### src/rtl/id_issue_stage.sv
// id_issue_stage: dual-issue decision for the two instruction-queue heads plus the ID/EX
// pipeline registers. It also has a small FSM for branch delay slots and for serialising
// privileged instructions.
module id_issue_stage #(
    parameter int unsigned CP_W = 32
) (
    input  logic                clk,
    input  logic                rst,
    input  logic                SBA_flush_w_i,
    input  logic                CP0_excOccur_w_i,
    input  logic [1:0]          IQ_supplyValid,
    input  logic [63:0]         IQ_inst_p,
    input  logic [63:0]         IQ_VAddr_p,
    input  logic [63:0]         IQ_predDest_p,
    input  logic [1:0]          IQ_hasException_p,
    input  logic [1:0]          IQ_isRefill_p,
    input  logic [1:0]          IQ_predTake_p,
    input  logic [9:0]          IQ_ExcCode_p,
    input  logic [2*CP_W-1:0]   IQ_checkPoint_p,
    input  logic [1:0]          DEC_wen_p,
    input  logic [9:0]          DEC_wdst_p,
    input  logic [3:0]          DEC_ren_p,
    input  logic [19:0]         DEC_rsrc_p,
    input  logic [1:0]          DEC_isBranch_p,
    input  logic [1:0]          DEC_isPriv_p,
    input  logic [1:0]          DEC_isMulDiv_p,
    input  logic                EX_ready_i,
    input  logic                WB_privDone_i,
    output logic [1:0]          ID_upDateMode_o,
    output logic [1:0]          ID_valid_o,
    output logic [63:0]         ID_inst_p,
    output logic [63:0]         ID_VAddr_p,
    output logic [63:0]         ID_predDest_p,
    output logic [1:0]          ID_hasException_p,
    output logic [9:0]          ID_ExcCode_p,
    output logic [1:0]          ID_isRefill_p,
    output logic [1:0]          ID_predTake_p,
    output logic [2*CP_W-1:0]   ID_checkPoint_p,
    output logic [1:0]          ID_isDelaySlot_o
);

    localparam int unsigned XW = 32;
    localparam int unsigned RW = 5;

    typedef enum logic [1:0] {
        S_NORMAL  = 2'd0,
        S_WAIT_DS = 2'd1,
        S_SERIAL  = 2'd2
    } state_t;

    state_t r_state;
    state_t w_state_nxt;

    logic          w_flush;
    logic          w_can_issue;
    logic          w_hazard;
    logic          w_issue0;
    logic          w_issue1;
    logic [RW-1:0] w_wdst0;
    logic [RW-1:0] w_wdst1;
    logic [RW-1:0] w_rs1;
    logic [RW-1:0] w_rt1;

    // Slot0 source operands never conflict with anything inside the pair.
    logic w_unused_ok;
    assign w_unused_ok = &{1'b0, DEC_ren_p[1:0], DEC_rsrc_p[9:0]};

    assign w_wdst0 = DEC_wdst_p[RW-1:0];
    assign w_wdst1 = DEC_wdst_p[2*RW-1:RW];
    assign w_rs1   = DEC_rsrc_p[3*RW-1:2*RW];
    assign w_rt1   = DEC_rsrc_p[4*RW-1:3*RW];

    // State register.
    always_ff @(posedge clk) begin
        if (rst) begin
            r_state <= S_NORMAL;
        end else begin
            r_state <= w_state_nxt;
        end
    end

    // Next-state logic. A flush overrides every other event.
    always_comb begin
        w_state_nxt = r_state;
        if (w_flush) begin
            w_state_nxt = S_NORMAL;
        end else begin
            case (r_state)
                S_NORMAL: begin
                    if (w_issue0) begin
                        if (DEC_isPriv_p[0]) begin
                            w_state_nxt = S_SERIAL;
                        end else if (DEC_isBranch_p[0] && !w_issue1) begin
                            w_state_nxt = S_WAIT_DS;
                        end
                    end
                end
                S_WAIT_DS: begin
                    if (w_issue0) begin
                        w_state_nxt = DEC_isPriv_p[0] ? S_SERIAL : S_NORMAL;
                    end
                end
                S_SERIAL: begin
                    if (WB_privDone_i) begin
                        w_state_nxt = S_NORMAL;
                    end
                end
                default: w_state_nxt = S_NORMAL;
            endcase
        end
    end

    // Issue decision and the dequeue count returned to the queue.
    always_comb begin
        w_flush     = SBA_flush_w_i | CP0_excOccur_w_i;
        w_can_issue = !rst && EX_ready_i && !w_flush && (r_state != S_SERIAL);
        w_hazard    = 1'b0;
        if (DEC_wen_p[0] && (w_wdst0 != '0) &&
            ((DEC_ren_p[2] && (w_rs1 == w_wdst0)) || (DEC_ren_p[3] && (w_rt1 == w_wdst0)))) begin
            w_hazard = 1'b1;
        end
        if (DEC_wen_p[0] && DEC_wen_p[1] && (w_wdst0 != '0) && (w_wdst0 == w_wdst1)) begin
            w_hazard = 1'b1;
        end
        if ((&DEC_isMulDiv_p) || (|DEC_isPriv_p) || IQ_hasException_p[0] || DEC_isBranch_p[1]) begin
            w_hazard = 1'b1;
        end
        w_issue0        = w_can_issue & IQ_supplyValid[0];
        w_issue1        = w_issue0 & IQ_supplyValid[1] & !w_hazard;
        ID_upDateMode_o = {w_issue1, w_issue0};
    end

    // ID/EX pipeline registers. A slot that was not issued is loaded as zero.
    always_ff @(posedge clk) begin
        if (rst || w_flush) begin
            ID_valid_o        <= '0;
            ID_isDelaySlot_o  <= '0;
            ID_inst_p         <= '0;
            ID_VAddr_p        <= '0;
            ID_predDest_p     <= '0;
            ID_hasException_p <= '0;
            ID_ExcCode_p      <= '0;
            ID_isRefill_p     <= '0;
            ID_predTake_p     <= '0;
            ID_checkPoint_p   <= '0;
        end else if (EX_ready_i) begin
            ID_valid_o        <= {w_issue1, w_issue0};
            ID_isDelaySlot_o  <= {w_issue1 & DEC_isBranch_p[0], w_issue0 & (r_state == S_WAIT_DS)};
            ID_inst_p         <= IQ_inst_p     & {{XW{w_issue1}}, {XW{w_issue0}}};
            ID_VAddr_p        <= IQ_VAddr_p    & {{XW{w_issue1}}, {XW{w_issue0}}};
            ID_predDest_p     <= IQ_predDest_p & {{XW{w_issue1}}, {XW{w_issue0}}};
            ID_hasException_p <= IQ_hasException_p & {w_issue1, w_issue0};
            ID_ExcCode_p      <= IQ_ExcCode_p  & {{RW{w_issue1}}, {RW{w_issue0}}};
            ID_isRefill_p     <= IQ_isRefill_p & {w_issue1, w_issue0};
            ID_predTake_p     <= IQ_predTake_p & {w_issue1, w_issue0};
            ID_checkPoint_p   <= IQ_checkPoint_p & {{CP_W{w_issue1}}, {CP_W{w_issue0}}};
        end
    end

endmodule

### config.mk
export PLATFORM = sky130hd
export DESIGN_NAME = id_issue_stage
export DESIGN_NICKNAME = d
export VERILOG_FILES = /design/src/rtl/id_issue_stage.sv
export SDC_FILE = /design/constraint.sdc
export NUM_CORES = 1
export LEC_CHECK = 0
export BUFFER_PORTS_ARGS = -buffer_cell sky130_fd_sc_hd__buf_2
export CORE_AREA = 2 2 236 238
export DETAILED_ROUTE_END_ITERATION = 8
export DIE_AREA = 0 0 238 240
export SYNTH_ARGS = -nofsm -noshare
export SYNTH_HDL_FRONTEND = slang
export SYNTH_SLANG_ARGS = --single-unit
### constraint.sdc
create_clock -name clk -period 2.6 [get_ports clk]
set_input_delay 0.26 -clock clk [delete_from_list [all_inputs] [get_ports clk]]
set_output_delay 0.26 -clock clk [all_outputs]
set_load 0.05 [all_outputs]
==> metrics.yaml, run 1 <==
ys_seq_area_share_pct: 64.7
synth-edff-count: 0
cts_buffers: 30
core_area_um2: 54700
synth_top_area_share_pct: 64.7
cts.sinks: 278
place.port_buffers: 587
p_per_area_nw_per_um2: 598
clk_latency_ns: 0.56
die_x_um: 238
final_layout_size_suffix_gt1_share_pct: 43.2
critPathMaxFanout: 9
critPathArrivalTime_ns: 2.14
io_pins: 600
maxCapViolCount: 0
grt_pass1_wl_um: 51100
drtIter0Drc: 369
tritoncts: "built"
synthArstFlopShare_pct: 0
rows: 86
final_common_cell: "buf_2"
final_cell_mix: "586 x buf_2, 278 x dfxtp_1, 275 x dlygate4sd3_1"
post_drt_wl_per_cell_um: 15.5
htreeDepth: 1
worst_slew_pin_slew_ns: 0.558
endpoint_kind: "primary output"
netlist_top_cells_area: "dfxtp_1 65%, a22o_1 28%, clkbuf_1 1.7%"
drt-vias-per-instance: 4.05
clk_pin_slew_worst_paths_ns: 0.06
fmax_mhz: 416
setup_viol: 0
ys_warn_count: 0
dpl.cell_count: 1914
slew_headroom_pct: 62.8
setup_ws_ns: 0.197
synth_cell_type_count: 32
netlist_area_um2: 8600
drt-total-wl_um: 34800
nets: 1842
die-area_um2: 57100
grt_pass1_vias: 9434
status: "finished clean"
drc: 0
rsz0062_at_grt: "no"
antenna_found_initial: 1
syn_inst: 660
cts_max_path_buffers: 3
clockRootBuffer: "clkbuf_16"
leakagePower_uw: 0.00781
required_ns: 2.34
final_cells: 2245
setup_tns_ns: 0
initial_core_util_pct: 15.7
nFillCells: 5493
ir_worst_vdd_mv: 0.428
finalHoldViolCount: 0
gr-total-overflow: 0
finalClockSkew_ns: 0.00889
hp-class: "primary input to register"
start_kind: "register"
fp.dieH_um: 240
dp_hpwl_um: 22300
syn2layout_area_growth_pct: 89.1
synth_seq_cells: 278
grt_usage_pct: 11.1
ant_nets: 0
synth_nets: 982
finalCriticalPeriod_ns: 2.40
synth_flop_cell: "dfxtp_1"
period_share_pct: 92.4
gp_congestion: 0.854
routed-via-count: 9093
yosysTopAreaCell: "dfxtp_1"
crit_type: "register to primary output"
synth.avg_cell_area_um2: 13.0
place_ws_ns: 0.107
regToRegSetupSlack_ns: 0.54
finalMaxSlewViolations: 0
drtPass1Iterations: 5
grt_max_degree: 102
[synth_stat cells (2+ instances only)]
library cell / number
a21o_1: 2
a22o_1: 273
buf_1: 6
buf_2: 2
buf_4: 15
clkbuf_1: 40
dfxtp_1: 278
nand2_1: 4
nand4_1: 2
nor2_1: 3
xnor2_1: 11
xor2_1: 4
[sequential cells by signal, summed over array words and instances (netlist names)]
register	cells
ID_checkPoint_p	64
ID_predDest_p	64
ID_hasException_p	2
ID_isDelaySlot_o	2
ID_VAddr_p	64
r_state	2
ID_inst_p	64
ID_isRefill_p	2
ID_ExcCode_p	10
ID_valid_o	2
ID_predTake_p	2
[report_power, final]
group | internal (µW) | leakage [µW] | switching, µW
Clock | 2840 | 0.000515 | 1730
Sequential | 4290 | 0.00224 | 15.0
Combinational | 506 | 0.00505 | 339
[kinds of logic (layout without fill, tap and decap cells)]
logic type / Yosys count / count (layout) / synth area share (%)
AO/OA/AOI/OAI: 283 / 283 / 28.8
AND/OR/NAND/NOR: 20 / 20 / 1.41
XOR/XNOR: 15 / 15 / 1.53
buffers and inverters: 64 / 944 / 3.48
flip-flops: 278 / 278 / 64.7
other: 0 / 1 / 0
[layer usage]
layer | global-route usage (%) | vias to the layer above | wire (µm)
met5 | 0 | - | 13
li1 | - | 4272 | -
met3 | 2.76 | 81 | 2780
met2 | 20.0 | 442 | 17500
met1 | 12.1 | 4296 | 13100
met4 | 5.74 | 2 | 1450
[worst max-delay path: stages (launching register included)]
cell and delay (ns):
dfxtp_1 0.38, nand2b_1 0.18, nor3b_4 0.21, buf_4 0.21, nand3_1 0.14, o31ai_4 0.11
buf_12 0.16, buf_4 0.19
[layout make-up]
type	instances	area (µm²)	area share [%]
antenna	1	2.50	0.0154
clock buffer	40	840	5.17
clock inverter	12	216	1.33
inverter	1	3.75	0.0231
multi-input combinational	318	2750	16.9
sequential	278	5570	34.2
tap	704	881	5.42
timing repair buffer	891	6000	36.9
[worst paths after layout]
check / from / to / cells after the start
worst max-delay path: r_state[0] / ID_upDateMode_o[1] / 7
worst min-delay path: SBA_flush_w_i / r_state[1] / 3
worst max register to register: r_state[0] / ID_ExcCode_p[8] / 9
worst min register to register: ID_valid_o[1] / ID_valid_o[1] / 1
[timing repair]
item,CTS,global route
endpoints found under the setup margin,1,1
gates resized for setup,1,0
buffers inserted,0,3
hold endpoints to repair,274,0
pin swaps,0,1
hold buffers,275,0
[through the flow]
stage | hold WS, ns | util, % | instance area [µm²] | total power [µW]
floorplan | 0.393 | - | 8600 | 4580
global placement | 0.432 | 22.7 | 12400 | 4880
detailed placement | 0.443 | 22.7 | 12400 | 4890
CTS | 0.117 | 29.7 | 16200 | 9810
global route | 0.136 | 29.7 | 16300 | 10100
finish | 0.158 | 29.7 | 16300 | 9720
No activity file was read; power rests on OpenSTA's default activity.
==> run 2: changes to the inputs <==
Settings changed: SLEW_MARGIN set to 10, TNS_END_PERCENT set to 100.
Clock period 2.6 ns to 2.4 ns, I/O delays scaled along.
==> metrics.yaml, run 2 (synthesized netlist as in run 1, its figures left out) <==
cts_max_path_buffers: 3
hp-class: "primary input to register"
io_pins: 600
worst_slew_pin_slew_ns: 0.614
routed-via-count: 9196
htreeDepth: 1
nFillCells: 5442
maxCapViolCount: 0
clock_power_share_pct: 46.2
drt-total-wl_um: 35500
die-area_um2: 57100
cts.sinks: 278
seq_power_share_pct: 44.9
rsz0062_at_grt: "no"
comb_power_share_pct: 8.9
gp_congestion: 0.845
p_per_area_nw_per_um2: 637
tritoncts: "built"
period_share_pct: 96.3
nets: 1848
grt_max_degree: 105
drtPass1Iterations: 5
status: "finished clean"
die_x_um: 238
drt-vias-per-instance: 4.09
crit_chain: "nand2b_4 > nor3b_4 > nand2_2 > o31ai_4 > buf_12 > buf_4"
final_cell_mix: "585 x buf_2, 277 x dfxtp_1, 275 x dlygate4sd3_1"
fp.dieH_um: 240
clk_latency_ns: 0.57
drc: 0
switchingPower_uw: 2280
gr-total-overflow: 0
syn2layout_area_growth_pct: 89.4
drtIter0Drc: 486
max_stage_delay_ns: 0.35
crit_type: "register to primary output"
finalClockSkew_ns: 0.0203
antenna_found_initial: 1
crit_slowest_cell: "dfxtp_2"
post_drt_wl_per_cell_um: 15.8
grt_usage_pct: 11.3
start_kind: "register"
switching_share_pct: 22.0
critPathMaxFanout: 4
grt_pass1_wl_um: 51800
ir_worst_vdd_mv: 0.454
rows: 86
initial_core_util_pct: 15.7
critPathArrivalTime_ns: 2.07
finalCriticalPeriod_ns: 2.31
clockRootBuffer: "clkbuf_16"
grt_pass1_vias: 9802
finalHoldViolCount: 0
p_int_uw: 8090
diodes: 0
fmax_mhz: 433
ant_nets: 0
final_common_cell: "buf_2"
core_area_um2: 54700
finalMaxSlewViolations: 0
utilization_pct: 29.8
place.port_buffers: 587
cts_buffers: 30
slew_headroom_pct: 59.1
hold-worst-slack_ns: 0.157
dp_hpwl_um: 22400
endpoint_kind: "primary output"
setup_viol: 0
required_ns: 2.16
final_layout_size_suffix_gt1_share_pct: 43.9
clk_pin_slew_worst_paths_ns: 0.06
leakagePower_uw: 0.00783
run 2: layer usage:
| layer | up-vias | wire (µm) | GRT usage [%] |
|---|---|---|---|
| met5 | - | 0 | 0 |
| met4 | 0 | 2090 | 7.48 |
| met3 | 105 | 2680 | 2.59 |
| met2 | 469 | 17300 | 19.7 |
| met1 | 4338 | 13400 | 12.3 |
| li1 | 4284 | - | - |
run 2: worst max-delay path: cells and delay by family (launching register included):
family / cells / cell delay, ns
AO/OA/AOI/OAI: 1 / 0.33
AND/OR/NAND/NOR: 3 / 0.48
buffers and inverters: 2 / 0.34
flip-flops: 1 / 0.35
run 2: repair_timing:
action                                  in CTS  in global routing
endpoints found under the setup margin       2                  2
gates cloned                                 0                  0
pin swaps                                    1                  1
hold buffers                               275                  0
gates resized for setup                      3                  3
hold endpoints to repair                   274                  0
setup buffers                                2                  1
run 2: through the flow:
step / worst slack, ns / power (µW) / setup TNS, ns / std cells / area, µm²
finish: 0.0890 / 10400 / 0 / 2250 / 16300
global route: 0.00316 / 10700 / 0 / 2250 / 16300
floorplan: 0.266 / 4960 / 0 / 660 / 8600
CTS: 0.00125 / 10500 / 0 / 2249 / 16300
detailed placement: -0.0832 / 5300 / -3.86 / 1920 / 12500
global placement: -0.0678 / 5290 / -1.31 / 1920 / 12500
run 2: final cells by class:
class | count | area (µm²) | area share [%]
Clock buffer | 37 | 838 | 5.15
Clock inverter | 15 | 191 | 1.18
Inverter | 1 | 3.75 | 0.0230
Multi-Input combinational cell | 318 | 2760 | 16.9
Sequential cell | 278 | 5570 | 34.2
Tap cell | 704 | 881 | 5.41
Timing Repair Buffer | 897 | 6050 | 37.1
run 2: worst paths after layout:
| kind | to | slack [ns] | cells after the start | startpoint |
|---|---|---|---|---|
| hold / removal | r_state[0] | 0.16 | 4 | DEC_wen_p[0] |
| hold reg to reg | ID_inst_p[27] | 0.47 | 1 | ID_inst_p[27] |
| setup / recovery | ID_upDateMode_o[1] | 0.09 | 6 | r_state[0] |
| setup reg to reg | ID_inst_p[55] | 0.25 | 8 | r_state[0] |
run 2: power by group through the flow:
stage               logic (µW)  clock network (µW)  registers, µW
detailed placement         542                   0           4760
global placement           534                   0           4760
CTS                        898                4920           4660
global route               972                5090           4660
finish                     921                4790           4660
floorplan                  105                   0           4850
